`src/rtl/mem_stage_pkg.sv`:
```
// Shared types and constants for the memory-access stage.
//  - hs_state_t   : data-memory handshake FSM states
//  - memwb_t      : MEM/WB boundary payload
//  - MEMWB_BUBBLE : payload loaded when no instruction retires this cycle
package mem_stage_pkg;

  localparam int unsigned XLEN  = 32;
  localparam int unsigned REG_W = 5;

  typedef enum logic [0:0] {
    ST_IDLE = 1'b0,
    ST_WAIT = 1'b1
  } hs_state_t;

  typedef struct packed {
    logic             reg_write;
    logic             mem_to_reg;
    logic [XLEN-1:0]  read_data;
    logic [XLEN-1:0]  alu_out;
    logic [REG_W-1:0] write_reg;
  } memwb_t;

  // A bubble writes nothing back; the data fields are zeroed for clarity in traces.
  localparam memwb_t MEMWB_BUBBLE = '0;

endpackage

```
`src/rtl/mem_stage_dmem_handshake.sv`:
```
// Data-memory req/ack handshake with timeout.
//  CLK, RSTn            : clock, async active-low reset
//  access, is_write     : instruction needs memory / is a store
//  addr, wdata          : ALU address and store data from EX/MEM
//  ack                  : one-cycle completion strobe from memory
//  dmem_req/we/addr/wdata : registered memory bus
//  bus_err              : sticky timeout/trap flag
//  stall_c              : hold the front of the pipe this cycle
//  pass_c               : non-memory instruction retires this cycle
//  done_c               : memory instruction completes this cycle
// Optional macro MEM_STAGE_MISALIGN_TRAP_EN: trap misaligned accesses instead of
// silently clearing the low address bits.
module mem_stage_dmem_handshake
  import mem_stage_pkg::*;
#(
  parameter int unsigned TIMEOUT_CYCLES = 16,
  parameter int unsigned CNT_W          = 5
) (
  input  logic            CLK,
  input  logic            RSTn,
  input  logic            access,
  input  logic            is_write,
  input  logic [XLEN-1:0] addr,
  input  logic [XLEN-1:0] wdata,
  input  logic            ack,
  output logic            dmem_req,
  output logic            dmem_we,
  output logic [XLEN-1:0] dmem_addr,
  output logic [XLEN-1:0] dmem_wdata,
  output logic            bus_err,
  output logic            stall_c,
  output logic            pass_c,
  output logic            done_c
);

  localparam logic [CNT_W-1:0] CNT_LAST = CNT_W'(TIMEOUT_CYCLES - 1);

  hs_state_t        state, state_d;
  logic [CNT_W-1:0] cnt, cnt_d;
  logic             req_d, we_d, err_d;
  logic [XLEN-1:0]  addr_d, wdata_d;
  logic             misalign_c;

`ifdef MEM_STAGE_MISALIGN_TRAP_EN
  assign misalign_c = |addr[1:0];
`else
  logic unused_addr_lsb;
  assign misalign_c      = 1'b0;
  assign unused_addr_lsb = ^addr[1:0];
`endif

  // State and bus registers
  always_ff @(posedge CLK or negedge RSTn) begin
    if (!RSTn) begin
      state      <= ST_IDLE;
      cnt        <= '0;
      dmem_req   <= 1'b0;
      dmem_we    <= 1'b0;
      dmem_addr  <= '0;
      dmem_wdata <= '0;
      bus_err    <= 1'b0;
    end else begin
      state      <= state_d;
      cnt        <= cnt_d;
      dmem_req   <= req_d;
      dmem_we    <= we_d;
      dmem_addr  <= addr_d;
      dmem_wdata <= wdata_d;
      bus_err    <= err_d;
    end
  end

  // Next state, bus updates and stage-control strobes
  always_comb begin
    state_d = state;
    cnt_d   = cnt;
    req_d   = dmem_req;
    we_d    = dmem_we;
    addr_d  = dmem_addr;
    wdata_d = dmem_wdata;
    err_d   = bus_err;
    stall_c = 1'b0;
    pass_c  = 1'b0;
    done_c  = 1'b0;
    case (state)
      ST_IDLE: begin
        if (!access) begin
          pass_c = 1'b1;
        end else if (misalign_c) begin
          err_d = 1'b1;
        end else begin
          stall_c = 1'b1;
          req_d   = 1'b1;
          we_d    = is_write;
          addr_d  = {addr[XLEN-1:2], 2'b00};
          wdata_d = wdata;
          cnt_d   = '0;
          state_d = ST_WAIT;
        end
      end
      ST_WAIT: begin
        // Ack takes priority over a timeout in the same cycle.
        if (ack) begin
          done_c  = 1'b1;
          req_d   = 1'b0;
          cnt_d   = '0;
          state_d = ST_IDLE;
        end else if (cnt == CNT_LAST) begin
          err_d   = 1'b1;
          req_d   = 1'b0;
          cnt_d   = '0;
          state_d = ST_IDLE;
        end else begin
          stall_c = 1'b1;
          cnt_d   = cnt + CNT_W'(1);
        end
      end
      default: state_d = ST_IDLE;
    endcase
  end

endmodule

```
`src/rtl/mem_stage.sv`:
```
// Memory-access stage: drives the data-memory bus, stalls upstream while an
// access is outstanding, registers the MEM/WB boundary and resolves branches.
//  CLK, RSTn          : clock, async active-low reset
//  in_*               : EX/MEM register contents
//  PCSrc, PCBranch    : branch decision and target to fetch (combinational)
//  Stall              : hold PC, IF/ID, ID/EX, EX/MEM this cycle (combinational)
//  dmem_*             : data-memory req/ack bus
//  RegWrite..WriteReg : MEM/WB register
//  BusErr             : sticky; timeout or misalign trap, cleared by reset
// Optional macro MEM_STAGE_MISALIGN_TRAP_EN enables the misaligned-access trap.
module mem_stage
  import mem_stage_pkg::*;
#(
  parameter int unsigned TIMEOUT_CYCLES = 16,
  parameter int unsigned CNT_W          = 5
) (
  input  logic             CLK,
  input  logic             RSTn,
  input  logic             in_RegWrite,
  input  logic             in_MemtoReg,
  input  logic             in_MemWrite,
  input  logic             in_Branch,
  input  logic             in_zero,
  input  logic [XLEN-1:0]  in_ALUOut,
  input  logic [XLEN-1:0]  in_WriteData,
  input  logic [REG_W-1:0] in_WriteReg,
  input  logic [XLEN-1:0]  in_PCBranch,
  output logic             PCSrc,
  output logic [XLEN-1:0]  PCBranch,
  output logic             Stall,
  output logic             dmem_req,
  output logic             dmem_we,
  output logic [XLEN-1:0]  dmem_addr,
  output logic [XLEN-1:0]  dmem_wdata,
  input  logic [XLEN-1:0]  dmem_rdata,
  input  logic             dmem_ack,
  output logic             RegWrite,
  output logic             MemtoReg,
  output logic [XLEN-1:0]  ReadData,
  output logic [XLEN-1:0]  ALUOut,
  output logic [REG_W-1:0] WriteReg,
  output logic             BusErr
);

  logic   access_c, pass_c, done_c;
  memwb_t memwb_d, memwb_q;

  assign access_c = in_MemtoReg | in_MemWrite;

  // Branch resolution back to fetch
  assign PCSrc    = in_Branch & in_zero;
  assign PCBranch = in_PCBranch;

  mem_stage_dmem_handshake #(
    .TIMEOUT_CYCLES (TIMEOUT_CYCLES),
    .CNT_W          (CNT_W)
  ) u_hs (
    .CLK        (CLK),
    .RSTn       (RSTn),
    .access     (access_c),
    .is_write   (in_MemWrite),
    .addr       (in_ALUOut),
    .wdata      (in_WriteData),
    .ack        (dmem_ack),
    .dmem_req   (dmem_req),
    .dmem_we    (dmem_we),
    .dmem_addr  (dmem_addr),
    .dmem_wdata (dmem_wdata),
    .bus_err    (BusErr),
    .stall_c    (Stall),
    .pass_c     (pass_c),
    .done_c     (done_c)
  );

  // MEM/WB next value: retire the instruction or insert a bubble
  always_comb begin
    memwb_d = MEMWB_BUBBLE;
    if (pass_c) begin
      memwb_d = '{reg_write: in_RegWrite, mem_to_reg: in_MemtoReg, read_data: '0,
                  alu_out: in_ALUOut, write_reg: in_WriteReg};
    end else if (done_c) begin
      memwb_d = '{reg_write: in_RegWrite, mem_to_reg: in_MemtoReg, read_data: dmem_rdata,
                  alu_out: in_ALUOut, write_reg: in_WriteReg};
    end
  end

  // MEM/WB register
  always_ff @(posedge CLK or negedge RSTn) begin
    if (!RSTn) memwb_q <= MEMWB_BUBBLE;
    else       memwb_q <= memwb_d;
  end

  assign RegWrite = memwb_q.reg_write;
  assign MemtoReg = memwb_q.mem_to_reg;
  assign ReadData = memwb_q.read_data;
  assign ALUOut   = memwb_q.alu_out;
  assign WriteReg = memwb_q.write_reg;

endmodule

```
`config.mk`:
```
export PLATFORM = sky130hd
export DESIGN_NAME = mem_stage
export DESIGN_NICKNAME = d
export VERILOG_FILES = /design/src/rtl/mem_stage_pkg.sv /design/src/rtl/mem_stage_dmem_handshake.sv /design/src/rtl/mem_stage.sv
export SDC_FILE = /design/constraint.sdc
export NUM_CORES = 1
export LEC_CHECK = 0
export CAP_MARGIN = 20
export CORE_MARGIN = 2
export CORE_UTILIZATION = 35
export CTS_CLUSTER_DIAMETER = 100
export DETAILED_ROUTE_END_ITERATION = 12
export GPL_TIMING_DRIVEN = 0
export PLACE_DENSITY = 0.8
export SKIP_CTS_REPAIR_TIMING = 1
export SLEW_MARGIN = 25
export SYNTH_ARGS = -nofsm -noshare
export SYNTH_HDL_FRONTEND = slang
export SYNTH_HIERARCHICAL = 1
export SYNTH_SLANG_ARGS = --single-unit
```
`constraint.sdc`:
```
create_clock -name CLK -period 1.4 [get_ports CLK]
set_clock_uncertainty 0.2 [all_clocks]
set_input_delay 0.14 -clock CLK [delete_from_list [all_inputs] [get_ports CLK]]
set_output_delay 0.14 -clock CLK [all_outputs]
set_load 0.05 [all_outputs]
```
== Yosys cells after proc, flatten, opt, wreduce, memory -nomap -nowiden ==
Index checks and enable logic that the tools add are counted.

* Bits in registers: 142
* Input port bits: 141
* Output and inout bits: 172
* Logic and storage cells: 45

* $add $sub $neg: 1
* Equal/unequal tests: 5
* Multiplexer cells: 21
* Bitwise gates (word level): 3
* Reductions and logical operators: 3

{| class="wikitable"
|+ Operators by type and width
! operator !! count
|-
| two-way mux 71 bit || 2
|-
| two-way mux 5 bit || 3
|-
| two-way mux 1 bit || 13
|-
| case mux 5 bit (2 select lines) || 1
|-
| adder 5 x 1 -> 5 bit, second input constant || 1
|-
| == test 5 x 4 -> 1 bit, second input constant || 1
|-
| != test 2 bit, second input constant || 2
|-
| case mux 1 bit (2 select lines) || 2
|-
| AND reduction 2 bit || 2
|-
| != test 3 bit, second input constant || 1
|-
| AND reduction 3 bit || 1
|-
| != test 2 x 1 -> 1 bit, second input constant || 1
|-
| bitwise AND 1 bit || 1
|-
| inverter 1 bit || 1
|-
| bitwise OR 1 bit || 1
|}

== Logic depth before layout (Yosys ltp) ==
Gate-level depths: netlist (run 1).

* Word-level depth: 4
* Mapped depth: 6
* Mapped depth without buffers: 4

== By module ==
Netlist (run 1), hierarchy kept.

{| class="wikitable"
|+ By module, submodules not included
! module !! times used !! cells an instance !! area each (um^2) !! sequential area each (um^2)
|-
| mem_stage_dmem_handshake || 1 || 174 || 3024.2 || 1776.7
|-
| mem_stage || 1 || 192 || 2726.4 || 1776.7
|}

== Worst setup path before layout (run 1) ==
OpenSTA, ideal clock, no wires.

* Path type: reg2reg
* From: register u_hs.cnt[0]
* To: register u_hs.state
* Library setup time: 0.375 ns
* Data arrival time: 1.575 ns
* Required time: 0.825 ns
* Slack: -0.750 ns
* Cell stages (with the launch flop): 5
* Buffers on the path: 0
* Period minus slack after synthesis: 2.150 ns
* Cells stage by stage: dfrtp_1 > ha_1 > nand3_1 > o21ai_0 > o21ai_0

* Longest elaborated chain between the ends: 4

{| class="wikitable"
|+ RTL lines
! item !! line !! RTL
|-
| start, declared || mem_stage_dmem_handshake.sv:39 || <nowiki>logic [CNT_W-1:0] cnt, cnt_d;</nowiki>
|-
| start signal, assigned || mem_stage_dmem_handshake.sv:64 || <nowiki>cnt <= cnt_d;</nowiki>
|-
| == test 5 x 4 -> 1 bit || mem_stage_dmem_handshake.sv:108 || <nowiki>end else if (cnt == CNT_LAST) begin</nowiki>
|-
| two-way mux 1 bit (2 in a row) || -- ||
|-
| case mux 1 bit (2 select lines) || -- ||
|-
| net Stall || mem_stage.sv:30 || <nowiki>output logic Stall,</nowiki>
|-
| end signal, assigned || mem_stage_dmem_handshake.sv:63 || <nowiki>state <= state_d;</nowiki>
|-
| end, declared || mem_stage_dmem_handshake.sv:38 || <nowiki>hs_state_t state, state_d;</nowiki>
|}

The timed path passes the listed nets, and every way through them passes these cells.
A chain may end at the register's enable or synchronous reset.

== Final worst setup path (run 1) ==
* From: register u_hs.cnt[1]
* To: output Stall

* Longest elaborated chain between the ends: 4

{| class="wikitable"
|+ RTL lines
! item !! line !! RTL
|-
| == test 5 x 4 -> 1 bit || mem_stage_dmem_handshake.sv:108 ||
|-
| two-way mux 1 bit || mem_stage_dmem_handshake.sv:108 ||
|-
| two-way mux 1 bit || mem_stage_dmem_handshake.sv:103 || <nowiki>if (ack) begin</nowiki>
|-
| case mux 1 bit (2 select lines) || mem_stage_dmem_handshake.sv:85 || <nowiki>case (state)</nowiki>
|-
| end, declared || mem_stage.sv:30 ||
|}

No other way between the ends.

==> results of run 1 <==
==> placed cells by master (no fill, tap or decap), types with 3 or more instances in the layout <==
master,netlist,layout
buf_8,0,8
and3b_1,32,32
dfrtp_1,142,140
clkdlybuf4s50_1,0,139
nand2_1,5,5
clkbuf_16,0,24
buf_4,39,62
bufinv_16,0,7
clkbuf_2,1,41
buf_6,6,12
mux2_4,59,63
inv_1,3,3
clkbuf_4,0,47
o21a_1,39,39
buf_2,5,31
buf_12,6,10
==> per-layer routing <==
metal | routed length, um | GRT usage | up-vias | part of all wire
li1 | - | - | 1864 | -
met1 | 6760 | 0.212 | 2042 | 0.40
met2 | 8840 | 0.324 | 211 | 0.52
met3 | 1130 | 0.0615 | 24 | 0.066
met4 | 265 | 0.0585 | 0 | 0.016
met5 | 0 | 0 | - | 0
==> final timing paths <==
check	startpoint	end	slack [ns]	cells after the start
min in group CLK	in_ALUOut[1]	ALUOut[1]	0.07	2
max in group asynchronous	RSTn	u_hs/dmem_addr[26]	0.19	3
worst max-delay path	u_hs/cnt[1]	Stall	-0.51	5
worst min register to register	u_hs/bus_err	u_hs/bus_err	0.29	2
worst max register to register	u_hs/cnt[0]	u_hs/cnt[3]	-0.45	9
worst min-delay path	RSTn	ReadData[10]	0.06	2
==> critical path: cells and delay by family, from the launching register on <==
family                     cells  cell delay [ns]
DFF                            1             0.42
AOI/OAI and AO/OA              2             0.31
adders and majority gates      1             0.18
and+or+nand+nor                1             0.09
buffers and inverters          1             0.16
==> metrics by stage <==
step	TNS [ns]	setup slack, ns	power (mW)
6_report	-40.68	-0.510	18.7
5_1_grt	-49.06	-0.574	19.4
4_1_cts	-111.10	-1.18	18.8
3_5_place_dp	-103.64	-0.789	13.5
3_3_place_gp	-850.32	-5.81	13.3
2_1_floorplan	-9.92	-0.117	10.7
==> flip-flops by register name (all words and copies together), names as in the netlist <==
| name | cells |
|---|---|
| u_hs/dmem_req | 1 |
| u_hs/dmem_we | 1 |
| u_hs/cnt | 5 |
| u_hs/state | 1 |
| u_hs/bus_err | 1 |
| RegWrite | 1 |
| u_hs/dmem_addr | 30 |
| u_hs/dmem_wdata | 32 |
| MemtoReg | 1 |
| ReadData | 32 |
| ALUOut | 32 |
| WriteReg | 5 |
==> logic make-up after synthesis <==
family                   after synthesis
adder cells (fa/ha/maj)                1
AND/OR/NAND/NOR                       50
multiplexers                          63
other                                  1
AO/OA/AOI/OAI                         49
flip-flops                           142
buffers and inverters                 60
==> final cells by class <==
| cell class | instances | area [um^2] | share of cell area |
|---|---|---|---|
| Clock inverter | 14 | 263 | 0.0275 |
| Multi-Input combinational cell | 165 | 1770 | 0.186 |
| Timing Repair Buffer | 303 | 2660 | 0.279 |
| Buffer | 56 | 578 | 0.0606 |
| Clock buffer | 18 | 429 | 0.0450 |
| Tap cell | 216 | 270 | 0.0283 |
| Inverter | 3 | 11.3 | 0.00118 |
| Sequential cell | 142 | 3560 | 0.373 |
==> power by group through the flow <==
stage	Combinational (mW)	Sequential (mW)	Clock, mW
final	7.92	5.51	5.31
after global routing	8.21	5.60	5.61
after CTS	7.94	5.51	5.41
after detailed placement	7.90	5.55	0
after global placement	7.82	5.51	0
after floorplan	2.09	8.59	0
==> impl_table.tex, run 1 <==
\begin{tabular}{lr}
\hline
Metric & Value \\
\hline
\multicolumn{2}{l}{\textbf{Clocking}} \\
\quad Clk slew on worst S/H paths & $\sim$0.060 ns \\
\quad Max clock buf depth & 2 \\
\quad CTS tree & done \\
\quad Root buffer cell & clkbuf\_16 \\
\quad Cts bufs inserted & 17 \\
\quad Number of H-tree levels & 4 \\
\quad Clock latency of the later-clocked register in the worst-skew pair & 0.41 ns \\
\quad TritonCTS sink count & about 140 \\
\multicolumn{2}{l}{\textbf{STA}} \\
\quad Final worst path period need & between 1.5 and 2 ns \\
\quad Number of slew-limit violations in the final report & 0 \\
\quad Final critical-path setup slack & -0.510 ns \\
\quad Setup repair after global routing missed its margin & yes \\
\quad Relative slew slack & 0.656 \\
\quad Fmax & 524 MHz \\
\quad Final critical-path share of the clock period & 1.36 \\
\quad Final hold viol count & 0 \\
\quad Final count of negative-setup-slack endpoints & between 100 and 150 \\
\quad Worst Hold Margin & 0.0598 ns \\
\quad Transition time of the tightest slew-check pin & approximately 0.51 ns \\
\multicolumn{2}{l}{\textbf{Placed design}} \\
\quad GPL Wtd Cong & $\sim$0.79 \\
\quad DP Wirelength & 11700 um \\
\quad Instance count after placement with tap cells included & about 860 \\
\quad Dpl cell area & about 8900 um\^{}2 \\
\quad I/O Buffers & approximately 280 \\
\multicolumn{2}{l}{\textbf{Setup path}} \\
\quad Startpoint class of the critical path & flip-flop \\
\quad Endpoint class of the critical path & output port \\
\quad Most repeated library cell on the critical path & o21ai\_4 \\
\quad Worst path slowest cell & dfrtp\_1 \\
\quad Longest individual stage delay on the worst path & about 0.42 ns \\
\quad CP Class & flip-flop to output port \\
\quad Worst Path Max Fanout & 3 \\
\quad Cell-by-cell listing of the critical path & ha\_4 > nand3\_4 > o21ai\_4 > o21ai\_4 > buf\_8 \\
\quad Data arrival time of the worst path & $\sim$1.6 ns \\
\quad Data required time at the worst endpoint & between 1 and 1.5 ns \\
\multicolumn{2}{l}{\textbf{Power and ir drop}} \\
\quad Fraction of power spent switching nets & 0.381 \\
\quad Share of power burned in the clock network & 0.283 \\
\quad Power Dens Cells & between 1500 and 2000 nW/um\^{}2 \\
\quad Switching power of the nets & roughly 7.1 mW \\
\quad Cell Int Power & around 12 mW \\
\quad Sequential power share & 0.294 \\
\quad Peak supply drop & slightly above 900 uV \\
\quad Proportion of power drawn by combinational gates & 0.423 \\
\quad Lkg Pwr & around 4.7 nW \\
\multicolumn{2}{l}{\textbf{Synth}} \\
\quad Portion of netlist area occupied by mux cells & 0.162 \\
\quad Main combinational cell family by area after synthesis & multiplexers \\
\quad Ys flop type & dfrtp\_1 \\
\quad Average cell area after synthesis & approximately 16 um\^{}2 \\
\quad Compound-Gate Fraction of Synth Area & 0.0605 \\
\quad Top-area cell type share of the netlist area & 0.618 \\
\quad Instance count of the mapped netlist & 366 \\
\quad FFs w/ async S/R, synth & 1.00 \\
\quad Cell with the most instances after synthesis & dfrtp\_1 \\
\quad Seq/Total Area, Yosys & 0.618 \\
\quad Adder-cell area share of the yosys netlist & 0.00218 \\
\quad Synth top area cells & dfrtp\_1, mux2\_4, buf\_4, o21a\_1, and3b\_1 \\
\quad Number of warnings printed during yosys synthesis & 6 \\
\quad Number of distinct library cell variants in the gate-level netlist after synthesis & 29 \\
\quad Post-synthesis instance area & roughly 5800 um\^{}2 \\
\quad Simple-gate share of the synthesized area & 0.0661 \\
\quad Post-synthesis share of cell area spent on xor and xnor gates & 0 \\
\quad Synthesized flop and latch total & 142 \\
\quad Most frequent cells after synthesis & dfrtp\_1, mux2\_4, buf\_4, o21a\_1, and3b\_1 \\
\quad Cell taking the most area after synthesis & dfrtp\_1 \\
\quad Number of flops mapped to enable cells by yosys & 0 \\
\multicolumn{2}{l}{\textbf{Floorplan}} \\
\quad Height of the die & 132 um \\
\quad Initial standard-cell utilization of the core & 0.359 \\
\quad Die area & 17500 um\^{}2 \\
\quad Core box area & roughly 16000 um\^{}2 \\
\quad Placement row count & 46 \\
\quad Number of I/O pins & between 300 and 400 \\
\quad Die width & about 130 um \\
\multicolumn{2}{l}{\textbf{Finish}} \\
\quad Final core area utilization & 0.596 \\
\quad Antenna Cells & 0 \\
\quad Synthesis-to-layout area growth & 65.9\% \\
\quad Filler cell count & about 1300 \\
\quad Design area & $\sim$9500 um\^{}2 \\
\quad Number of standard cells in the final layout excluding fillers & 917 \\
\quad Fin nets & 830 \\
\quad Share of final-layout standard cells stronger than drive strength 1 & 0.469 \\
\multicolumn{2}{l}{\textbf{Detailed routing}} \\
\quad WL per Instance & roughly 19 um \\
\quad Residual antenna-violating net count after detailed routing & 0 \\
\quad DRC violations left & 0 \\
\quad Routed wire length & approximately 17000 um \\
\quad Drt via density & between 4 and 5 \\
\quad Count of routing violations after the opening detailed-route iteration & approximately 110 \\
\quad Via count & approximately 4100 \\
\quad First-pass iteration count of the detailed router & 4 \\
\multicolumn{2}{l}{\textbf{Global route}} \\
\quad Number of antenna violations at the first check in global routing & 0 \\
\quad Wire length of the first global-routing pass & roughly 25000 um \\
\quad Via count of the first global-routing pass & 4473 \\
\quad Largest net degree at the start of global routing & just under 80 \\
\quad Total global routing overflow & 0 \\
\quad Global Route Usage Sum & 0.184 \\
\multicolumn{2}{l}{\textbf{Outcome}} \\
\quad Result of the run & finished, violations left \\
\quad Violations in the final reports & negative setup slack \\
\multicolumn{2}{l}{\textbf{Hold path}} \\
\quad Type of the worst min-delay path & input port to async pin \\
\multicolumn{2}{l}{\textbf{Run}} \\
\quad Max Cap Violations & 0 \\
\hline
\end{tabular}
Note: power is estimated with default switching activity, not from simulation.
==> run 2: changes to the inputs <==
--- a/config.mk
+++ b/config.mk
@@ -5,16 +5,16 @@
 export SDC_FILE = /design/constraint.sdc
 export NUM_CORES = 1
 export LEC_CHECK = 0
+export ABC_AREA = 1
 export CAP_MARGIN = 20
-export CORE_MARGIN = 2
-export CORE_UTILIZATION = 35
+export CORE_AREA = 2 2 121 123
 export CTS_CLUSTER_DIAMETER = 100
 export DETAILED_ROUTE_END_ITERATION = 12
+export DIE_AREA = 0 0 123 125
 export GPL_TIMING_DRIVEN = 0
-export PLACE_DENSITY = 0.8
+export PLACE_DENSITY = 0.85
 export SKIP_CTS_REPAIR_TIMING = 1
 export SLEW_MARGIN = 25
 export SYNTH_ARGS = -nofsm -noshare
 export SYNTH_HDL_FRONTEND = slang
-export SYNTH_HIERARCHICAL = 1
 export SYNTH_SLANG_ARGS = --single-unit
==> constraint.sdc (replaced) <==
create_clock -name CLK -period 2.25 [get_ports CLK]
set_clock_uncertainty 0.2 [all_clocks]
set_input_delay 0.225 -clock CLK [delete_from_list [all_inputs] [get_ports CLK]]
set_output_delay 0.225 -clock CLK [all_outputs]
set_load 0.05 [all_outputs]
==> run 2 against run 1 <==
Effect of this change:
- the run now ends clean
- clock power shrank 42%
- sequential power is 39% lower
- total power decreased by 42%
- clock-buffer cell count increased by 3
- largest cell class unchanged
- global-route usage is 1.2 points higher
- first-iteration DRC count grew 99%
- largest power group unchanged
- via count rose by 7.3%
- non-clock buffer count is 25 lower
==> impl_table.tex, run 2 <==
\begin{tabular}{lr}
\hline
Metric & Value \\
\hline
\multicolumn{2}{l}{\textbf{Synth}} \\
\quad Compound-Gate Fraction of Synth Area & 0.0351 \\
\quad Synthesized flop and latch total & 142 \\
\quad Ys flop type & dfrtp\_1 \\
\quad Portion of netlist area occupied by mux cells & 0 \\
\quad Number of distinct library cell variants in the gate-level netlist after synthesis & 19 \\
\quad Number of flops mapped to enable cells by yosys & 0 \\
\quad Main combinational cell family by area after synthesis & simple AND/OR/NAND/NOR gates \\
\quad Average cell area after synthesis & 9.86 um\^{}2 \\
\quad Adder-cell area share of the yosys netlist & 0.00234 \\
\quad Post-synthesis instance area & $\sim$5300 um\^{}2 \\
\quad FFs w/ async S/R, synth & 1.00 \\
\quad Cell taking the most area after synthesis & dfrtp\_1 \\
\quad Cell with the most instances after synthesis & nand2\_1 \\
\quad Most frequent cells after synthesis & nand2\_1, dfrtp\_1, inv\_1, nor2\_1, buf\_4 \\
\quad Top-area cell type share of the netlist area & 0.665 \\
\quad Synth top area cells & dfrtp\_1, nand2\_1, inv\_1, buf\_4, nor2\_1 \\
\quad Simple-gate share of the synthesized area & 0.162 \\
\quad Instance count of the mapped netlist & approximately 540 \\
\quad Post-synthesis share of cell area spent on xor and xnor gates & 0.00164 \\
\quad Seq/Total Area, Yosys & 0.665 \\
\quad Number of warnings printed during yosys synthesis & 0 \\
\multicolumn{2}{l}{\textbf{Clocking}} \\
\quad TritonCTS sink count & 142 \\
\quad Number of H-tree levels & 4 \\
\quad Root buffer cell & clkbuf\_16 \\
\quad Clock latency of the later-clocked register in the worst-skew pair & roughly 0.41 ns \\
\quad Max clock buf depth & 2 \\
\quad CTS tree & done \\
\quad Clk slew on worst S/H paths & 0.06 ns \\
\quad Cts bufs inserted & 17 \\
\multicolumn{2}{l}{\textbf{Finish}} \\
\quad Design area & roughly 9000 um\^{}2 \\
\quad Fin nets & between 900 and 1000 \\
\quad Number of standard cells in the final layout excluding fillers & slightly above 1000 \\
\quad Share of final-layout standard cells stronger than drive strength 1 & 0.102 \\
\quad Top library cells by usage in the layout, fill and taps aside & clkdlybuf4s50\_1, nand2\_1, dfrtp\_1 \\
\quad Antenna Cells & 0 \\
\quad Most frequent standard cell in the layout excluding fill and tap cells & clkdlybuf4s50\_1 \\
\quad Synthesis-to-layout area growth & 69.4\% \\
\multicolumn{2}{l}{\textbf{Global route}} \\
\quad Via count of the first global-routing pass & 4610 \\
\quad Global Route Usage Sum & 0.196 \\
\quad Total global routing overflow & 0 \\
\quad Largest net degree at the start of global routing & just over 80 \\
\quad Wire length of the first global-routing pass & 23000 um \\
\quad Number of antenna violations at the first check in global routing & 0 \\
\multicolumn{2}{l}{\textbf{Detailed routing}} \\
\quad Residual antenna-violating net count after detailed routing & 0 \\
\quad DRC violations left & 0 \\
\quad Count of routing violations after the opening detailed-route iteration & 213 \\
\quad Drt via density & 4.28 \\
\quad First-pass iteration count of the detailed router & 4 \\
\quad Via count & 4442 \\
\quad WL per Instance & approximately 14 um \\
\quad Routed wire length & between 10000 and 15000 um \\
\multicolumn{2}{l}{\textbf{Setup path}} \\
\quad Worst Path Max Fanout & 10 \\
\quad Longest individual stage delay on the worst path & between 0.4 and 0.5 ns \\
\quad Most repeated library cell on the critical path & buf\_6 \\
\quad Data required time at the worst endpoint & $\sim$1.8 ns \\
\quad Endpoint class of the critical path & output port \\
\quad Startpoint class of the critical path & flip-flop \\
\quad CP Class & flip-flop to output port \\
\quad Data arrival time of the worst path & between 1.5 and 2 ns \\
\quad Worst path slowest cell & dfrtp\_2 \\
\quad Cell-by-cell listing of the critical path & inv\_2 > nand2\_4 > buf\_6 > buf\_6 > nand2\_1 > buf\_4 \\
\quad Gate family responsible for the most delay along the worst path & buffers and inverters \\
\quad Number of buffer and inverter instances along the worst setup path & 4 \\
\multicolumn{2}{l}{\textbf{STA}} \\
\quad Final count of negative-setup-slack endpoints & 0 \\
\quad Final hold viol count & 0 \\
\quad Final critical-path share of the clock period & 0.927 \\
\quad Relative slew slack & 0.630 \\
\quad Setup repair after global routing missed its margin & no \\
\quad Final worst path period need & 2.09 ns \\
\quad Worst Hold Margin & around 0.12 ns \\
\quad Transition time of the tightest slew-check pin & 0.553 ns \\
\quad Number of slew-limit violations in the final report & 0 \\
\quad Fmax & 479 MHz \\
\multicolumn{2}{l}{\textbf{Placed design}} \\
\quad Instance count after placement with tap cells included & $\sim$1000 \\
\quad I/O Buffers & 278 \\
\quad GPL Wtd Cong & 0.752 \\
\quad Dpl cell area & 8390 um\^{}2 \\
\quad DP Wirelength & between 10000 and 15000 um \\
\multicolumn{2}{l}{\textbf{Power and ir drop}} \\
\quad Lkg Pwr & around 4.5 nW \\
\quad Power Dens Cells & between 1000 and 1500 nW/um\^{}2 \\
\quad Peak supply drop & approximately 540 uV \\
\quad Proportion of power drawn by combinational gates & 0.407 \\
\quad Switching power of the nets & around 4.3 mW \\
\quad Cell Int Power & 6.56 mW \\
\quad Share of power burned in the clock network & 0.283 \\
\quad Fraction of power spent switching nets & 0.394 \\
\quad Sequential power share & 0.310 \\
\multicolumn{2}{l}{\textbf{Outcome}} \\
\quad Result of the run & finished clean \\
\multicolumn{2}{l}{\textbf{Hold path}} \\
\quad Type of the worst min-delay path & input port to flip-flop \\
\multicolumn{2}{l}{\textbf{Floorplan}} \\
\quad Height of the die & $\sim$130 um \\
\quad Number of I/O pins & $\sim$310 \\
\quad Die width & roughly 120 um \\
\quad Die area & between 15000 and 20000 um\^{}2 \\
\quad Placement row count & between 40 and 50 \\
\quad Initial standard-cell utilization of the core & 0.376 \\
\quad Core box area & 14200 um\^{}2 \\
\multicolumn{2}{l}{\textbf{Run}} \\
\quad Max Cap Violations & 0 \\
\hline
\end{tabular}
[run 2: cell types whose count changed after synthesis, sizes merged, moves of 27 or more]
cell	previous run	this run
and3b	32	0
inv	3	81
mux2	63	0
nand2	5	145
nor2	2	76
o21a	39	0
o21ai	6	33
[run 2: per-stage QoR]
| step | worst slack (ns) | setup TNS [ns] | total power [mW] | util |
|---|---|---|---|---|
| 2_1_floorplan | 0.620 | 0 | 6.13 | - |
| 3_3_place_gp | -4.81 | -682.35 | 7.75 | 0.589 |
| 3_5_place_dp | -0.504 | -0.504 | 7.83 | 0.591 |
| 4_1_cts | -0.547 | -0.547 | 10.9 | 0.637 |
| 5_1_grt | 0.0506 | 0 | 11.3 | 0.638 |
| 6_report | 0.164 | 0 | 10.8 | 0.638 |
[run 2: worst paths after layout]
kind	start	to	slack, ns	depth (start not counted)
worst min-delay path	dmem_rdata[19]	ReadData[19]	0.12	3
worst max register to register	u_hs.state	ReadData[25]	0.71	3
min in group asynchronous	RSTn	ALUOut[25]	0.14	2
worst max-delay path	u_hs.state	Stall	0.16	6
max in group asynchronous	RSTn	ReadData[23]	0.94	3
worst min register to register	u_hs.bus_err	u_hs.bus_err	0.28	1
[run 2: power groups by stage]
stage | Combinational (mW) | Sequential, mW | Clock (mW)
after global placement | 4.38 | 3.38 | 0
after detailed placement | 4.43 | 3.40 | 0
final | 4.40 | 3.36 | 3.06
after CTS | 4.45 | 3.36 | 3.12
after floorplan | 0.834 | 5.30 | 0
after global routing | 4.64 | 3.42 | 3.25
[run 2: cells by family after synthesis]
logic type,after synthesis
simple gates,225
flops,142
buf+inv,135
compound gates,37
xor+xnor,1
fa+ha+maj,1
other cells,1
[run 2: area by class of cell]
type	instances	area [um^2]
timing repair buffer	280	2820
sequential	142	3550
inverter	81	304
clock inverter	11	188
tap	184	230
fill	1137	5150
multi-input combinational	266	1090
clock buffer	21	460
buffer	54	409
[run 2: per-layer routing]
metal / GRT usage / vias up / wire length, um
met5: 0 / - / 0
met4: 0.0729 / 0 / 296
met3: 0.0803 / 21 / 1460
li1: - / 2155 / -
met2: 0.340 / 189 / 7550
met1: 0.211 / 2077 / 5370
[run 2: worst register-to-register path, stage by stage, from the launching register on]
cell	delay, ns
dfrtp_2	0.45
nand2_1	0.21
clkbuf_1	0.44
nor2_1	0.10
